--- src/rtl/seg7_pkg.sv ---
// Shared types, constants and the BCD-to-segment decode for the seven-segment scan driver.
// Cathode patterns are active-low, bit 0 = segment a through bit 6 = segment g.
package seg7_pkg;

   typedef logic [6:0] seg7_t;

   typedef enum logic {
      GAP   = 1'b0,
      DIGIT = 1'b1
   } scan_state_t;

   localparam seg7_t SEG_BLANK = 7'h7F;
   localparam seg7_t SEG_DASH  = 7'b0111111;

   // Codes above 9 are not valid BCD, so they show a dash instead of garbage.
   function automatic seg7_t bcd_to_seg7(input logic [3:0] i_bcd);
      seg7_t r;
      case (i_bcd)
         4'd0:    r = 7'b1000000;
         4'd1:    r = 7'b1111001;
         4'd2:    r = 7'b0100100;
         4'd3:    r = 7'b0110000;
         4'd4:    r = 7'b0011001;
         4'd5:    r = 7'b0010010;
         4'd6:    r = 7'b0000010;
         4'd7:    r = 7'b1111000;
         4'd8:    r = 7'b0000000;
         4'd9:    r = 7'b0010000;
         default: r = SEG_DASH;
      endcase
      return r;
   endfunction

endpackage

--- src/rtl/bcd_seg7_decoder.sv ---
// Combinational BCD digit to active-low seven-segment cathode pattern.
module bcd_seg7_decoder
   import seg7_pkg::*;
(
   input  logic [3:0] i_bcd,
   output seg7_t      o_seg
);

   assign o_seg = bcd_to_seg7(i_bcd);

endmodule

--- src/rtl/seg7_scan_driver.sv ---
// Four-digit common-anode scan driver with an all-off gap between digit slots and a per-frame digit snapshot.
// Optional macro LEADING_ZERO_BLANK_EN blanks leading zeros on digits 3 and 2.
module seg7_scan_driver
   import seg7_pkg::*;
#(
   parameter int         CLK_HZ  = 100000000,
   parameter int         SLOT_HZ = 4000,
   parameter int         GAP_CYC = 200,
   parameter logic [3:0] DP_MASK = 4'b0010
)(
   input  logic        clock,
   input  logic        reset,
   input  logic [3:0]  d0,
   input  logic [3:0]  d1,
   input  logic [3:0]  d2,
   input  logic [3:0]  d3,
   output logic [6:0]  seg,
   output logic        dp,
   output logic [3:0]  an,
   output logic        frame_done,
   output scan_state_t o_dbg_state
);

   localparam int DIV = CLK_HZ / SLOT_HZ;
   localparam int CW  = (DIV > 1) ? $clog2(DIV) : 1;

   localparam logic [CW-1:0] DIG_END   = CW'(DIV - GAP_CYC - 1);
   localparam logic [CW-1:0] GAP_START = CW'(DIV - GAP_CYC);
   localparam logic [CW-1:0] SLOT_END  = CW'(DIV - 1);

   scan_state_t      r_state;
   logic [CW-1:0]    r_cnt;
   logic [1:0]       r_idx;
   logic [3:0][3:0]  r_snap;
   logic [3:0]       r_an;
   seg7_t            r_seg;
   logic             r_dp;
   logic             r_frame_done;

   scan_state_t      w_state_nx;
   logic [CW-1:0]    w_cnt_eff;
   logic [CW-1:0]    w_cnt_nx;
   logic [1:0]       w_idx_nx;
   logic             w_frame_end;
   logic             w_blank;
   seg7_t            w_seg_dec;

   // Reset parks the FSM in GAP with the counter at 0; that count stands for the
   // first gap clock, so the post-reset gap is exactly GAP_CYC clocks long.
   always_comb begin
      w_cnt_eff   = r_cnt;
      if (r_state == GAP && r_cnt < GAP_START)
         w_cnt_eff = GAP_START;
      w_state_nx  = r_state;
      w_cnt_nx    = w_cnt_eff + 1'b1;
      w_idx_nx    = r_idx;
      w_frame_end = 1'b0;
      case (r_state)
         DIGIT: begin
            if (r_cnt == DIG_END)
               w_state_nx = GAP;
         end
         GAP: begin
            if (w_cnt_eff == SLOT_END) begin
               w_state_nx  = DIGIT;
               w_cnt_nx    = '0;
               w_idx_nx    = r_idx + 2'd1;
               w_frame_end = (r_idx == 2'd3);
            end
         end
         default: w_state_nx = GAP;
      endcase
   end

   always_ff @(posedge clock or posedge reset) begin
      if (reset) begin
         r_state      <= GAP;
         r_cnt        <= '0;
         r_idx        <= 2'd3;
         r_snap       <= '0;
         r_frame_done <= 1'b0;
      end else begin
         r_state      <= w_state_nx;
         r_cnt        <= w_cnt_nx;
         r_idx        <= w_idx_nx;
         r_frame_done <= w_frame_end;
         if (w_frame_end)
            r_snap <= {d3, d2, d1, d0};
      end
   end

   bcd_seg7_decoder u_dec (
      .i_bcd (r_snap[r_idx]),
      .o_seg (w_seg_dec)
   );

   always_comb begin
      w_blank = 1'b0;
`ifdef LEADING_ZERO_BLANK_EN
      if (r_idx == 2'd3)
         w_blank = (r_snap[3] == 4'd0);
      else if (r_idx == 2'd2)
         w_blank = (r_snap[3] == 4'd0) && (r_snap[2] == 4'd0);
`endif
   end

   // Display outputs trail the state register by one clock.
   always_ff @(posedge clock or posedge reset) begin
      if (reset) begin
         r_an  <= 4'hF;
         r_seg <= SEG_BLANK;
         r_dp  <= 1'b1;
      end else if (r_state == DIGIT) begin
         r_an  <= ~(4'b0001 << r_idx);
         r_seg <= w_blank ? SEG_BLANK : w_seg_dec;
         r_dp  <= ~DP_MASK[r_idx];
      end else begin
         r_an  <= 4'hF;
         r_seg <= SEG_BLANK;
         r_dp  <= 1'b1;
      end
   end

   assign an          = r_an;
   assign seg         = r_seg;
   assign dp          = r_dp;
   assign frame_done  = r_frame_done;
   assign o_dbg_state = r_state;

endmodule

--- config.mk ---
export PLATFORM = sky130hd
export DESIGN_NAME = seg7_scan_driver
export DESIGN_NICKNAME = d
export VERILOG_FILES = /design/src/rtl/seg7_pkg.sv /design/src/rtl/bcd_seg7_decoder.sv /design/src/rtl/seg7_scan_driver.sv
export SDC_FILE = /design/constraint.sdc
export NUM_CORES = 1
export LEC_CHECK = 0
export ABC_AREA = 1
export CORE_MARGIN = 3
export CORE_UTILIZATION = 59
export CTS_CLUSTER_SIZE = 14
export DETAILED_ROUTE_END_ITERATION = 10
export PLACE_DENSITY = 0.84
export SLEW_MARGIN = 10
export SYNTH_ARGS = -nofsm -noshare
export SYNTH_HDL_FRONTEND = slang
export SYNTH_SLANG_ARGS = --single-unit
--- constraint.sdc ---
create_clock -name clock -period 4.05 [get_ports clock]
set_clock_uncertainty 0.05 [all_clocks]
set_input_delay 0.405 -clock clock [delete_from_list [all_inputs] [get_ports clock]]
set_output_delay 0.405 -clock clock [all_outputs]
set_load 0.02 [all_outputs]
==> run summary <==
Clock Tree Root - clkbuf_8
syn_nets - 318
pre-CTS setup slack - 1340 ps
final worst slack - 1250 ps
Logic pwr share - 3.3%
H-tree levels - 2
1st-iter DRT viols - 230
CP startpoint kind - flop
IO Port Bufs - 31
fin. max-slew vios - 0
most common cell after layout, fill and taps aside - nand2_1
antenna cell count - 0
pin count of the biggest net entering global routing - 47
Total Neg Setup Slack - 0 ps
CP dominant cell by count - nand2_1
syn_area_per_cell - 8.73 µm²
Reg power frac - 57.5%
CP Max Fanout - 24
CTS sink cnt - 46
Switch Pwr - 0.169 mW
Die Span Y - 71.5 µm
Post-Route WL - 5010 µm
status - finished clean
hold depth - 2
first-pass GRT wire length - 8960 µm
Final Setup Violations - 0
overall routing resource usage - 22.1%
Period minus WS final - 2800 ps
CP Capture Type - flop
Sw Share - 21.1%
crit-path max cell delay - 460 ps
Starting Density - 62.4%
Highest Clock Rate - 0.357 GHz
Post CTS Setup Buffer Count - 0
clock network fraction of total power - 39.3%
Clk Latency, worst-skew pair - 300 ps
Reg2Reg Depth - 14
CP max-delay cell - dfrtp_1
fin nets - 348
Power Density - 273 mW/mm²
Least-Margin Pin Slew - 559 ps
GRT overflow - 0
initial antenna violation count - 0
Syn Inst Count - 290
r2r endpoint - r_snap[15]
critical path type - flop to flop
Relative slew margins - 62.7%
core area - 0.00406 mm²
mapped cell area - 0.00253 mm²
reg-to-reg slack, setup - 1250 ps
die area - 0.00511 mm²
GPL Wtd Cong - 0.911
CP Data Arrival Time - 2990 ps
DRT Pass-1 Iters - 4
Critical R2R Launch - r_cnt[11]
# IOs - 32
Post-DP HPWL - 3610 µm
RSZ-0062 raised after global routing - no
Area Growth Syn to Fin - 15.6%
DRC Markers - 0
Worst-path clk slew - 90 ps
Filler Cell Count - 314
register bit total from synthesis - 46
min-delay src - r_snap[6]
Avg WL per Cell - 13.5 µm
vias in the first global route - 1986
clock buffer depth - 2
Synth Warn # - 0
Final Hold Fails - 0
Max VDD drop - 0.246 mV
MaxCap Viol Count - 0
synth unique cells - 36
hold slack - 441 ps
hold path endpoint - r_snap[6]
row cnt - 23
Die Wd - 71.5 µm
overall power - 0.800 mW
Crit path required time - 4240 ps
Crit path max-delay family - simple AND/OR/NAND/NOR gates
Post-CTS Resized - 0
overall via count from detail_route - 1992
commonest non-fill, non-tap cells in the layout - 65 x nand2_1, 33 x dfrtp_1, 31 x inv_1, 31 x clkdlybuf4s50_1, 25 x nor2_1
vias per cell - 5.37
CP Cell Sequence - nor2_1, nand2_1, nor2_2, nand2_2, nand3_4, inv_1, nor2_1, ha_1, nand3_4, nor2_4, nand2_4, nor2_8, nand2_1, nand2_1
Final Instance Area - 0.00293 mm²
Crit path buffers/inverters - 1
P_int - 0.631 mW
share of the yosys chip area belonging to registers - 46.1%
Min-Delay Path Class - flop to flop
post-route ant nets - 0
cell leakage power - 1.29 nW
fin crit share - 69.2%
cts hold-fix bufs - 0
placed cell areas - 0.00282 mm²
CTS buffer count - 5
CTS tree - built
layout cell share with drive strength beyond 1 - 15.6%
stage by stage:
step	util (%)	instances
after floorplan	-	290
after global placement	69.6	363
after detailed placement	69.6	363
after CTS	72.1	371
after global routing	72.1	371
final	72.1	371
worst reg2reg max path, delay by kind of cell (launching register included):
kind	cells	cell delay, ps
fa+ha+maj	1	280
buf+inv	1	160
flops	1	460
simple gates	12	1800
power groups by stage:
stage          clock, mW  sequential, mW  combinational (mW)
2_1_floorplan          0           0.468             0.00662
3_3_place_gp           0           0.468              0.0267
3_5_place_dp           0           0.468              0.0272
4_1_cts            0.322           0.460              0.0272
5_1_grt            0.343           0.460              0.0291
6_report           0.314           0.460              0.0260
worst max path at each step:
stage / from / depth (start not counted) / to / slack, ps
after global routing: r_cnt[11] / 14 / r_snap[15] / 1030
after CTS: r_cnt[11] / 14 / r_snap[15] / 1250
after floorplan: o_dbg_state / 12 / r_snap[5] / 1810
after detailed placement: r_cnt[11] / 14 / r_snap[15] / 1340
final: r_cnt[11] / 14 / r_snap[15] / 1250
after global placement: r_cnt[8] / 14 / r_snap[7] / 1470
cells by family after synthesis:
kind of cell / synth area share [%]
AOI/OAI and AO/OA: 10.2
buffers and inverters: 8.40
adders and majority gates: 4.94
xor gates and xnor gates: 2.42
and+or+nand+nor: 27.9
DFF: 46.1
flip-flops by register name, summed over array words and instances, names as in the netlist:
signal and count:
r_snap 16, r_cnt 15, seg 7, an 4, r_idx 2, frame_done 1, o_dbg_state 1
synth_stat cells:
| cell type | number | area share, % |
|---|---|---|
| a21oi_1 | 11 | 2.2 |
| clkbuf_1 | 1 | 0.15 |
| o21ai_1 | 12 | 2.4 |
| buf_4 | 2 | 0.59 |
| o21ai_2 | 3 | 1.0 |
| ha_1 | 10 | 4.9 |
| nand3_2 | 2 | 0.79 |
| nand4_1 | 5 | 1.2 |
| nor2_4 | 3 | 1.3 |
| nor2_1 | 25 | 3.7 |
| dfstp_2 | 13 | 13 |
| dfrtp_1 | 33 | 33 |
| a21boi_0 | 1 | 0.30 |
| or2_2 | 1 | 0.25 |
| nor2_8 | 1 | 0.79 |
| buf_12 | 1 | 0.79 |
| a22oi_1 | 2 | 0.59 |
| inv_2 | 1 | 0.15 |
| xnor2_1 | 2 | 0.69 |
| a32o_1 | 2 | 0.79 |
| o31ai_1 | 1 | 0.30 |
| nand3_4 | 3 | 2.1 |
| buf_2 | 1 | 0.20 |
| nor3_1 | 2 | 0.40 |
| nand2_1 | 65 | 9.6 |
| xor2_1 | 5 | 1.7 |
| nand2_4 | 1 | 0.44 |
| nand3_1 | 18 | 3.6 |
| buf_6 | 4 | 1.8 |
| o21ai_0 | 10 | 2.0 |
| nor4_1 | 2 | 0.49 |
| nand2_2 | 10 | 2.5 |
| o21a_1 | 1 | 0.30 |
| nor2_2 | 3 | 0.74 |
| a32oi_1 | 1 | 0.35 |
| inv_1 | 32 | 4.7 |
metal layers:
metal / GRT usage [%] / part of all wire (%)
met1: 30.6 / 46
met3: 4.63 / 5.2
met2: 35.7 / 48
met5: 0 / 0
met4: 5.64 / 1.2
cell type report:
class	instances	area, µm²	area share [%]
Inverter	33	124	4.23
Multi-Input combinational cell	202	1150	39.3
Clock inverter	2	10.0	0.342
Sequential cell	46	1170	39.9
Tap cell	50	62.6	2.14
Clock buffer	6	93.8	3.21
Timing Repair Buffer	32	318	10.9
Power figures use the tool's default switching activity.
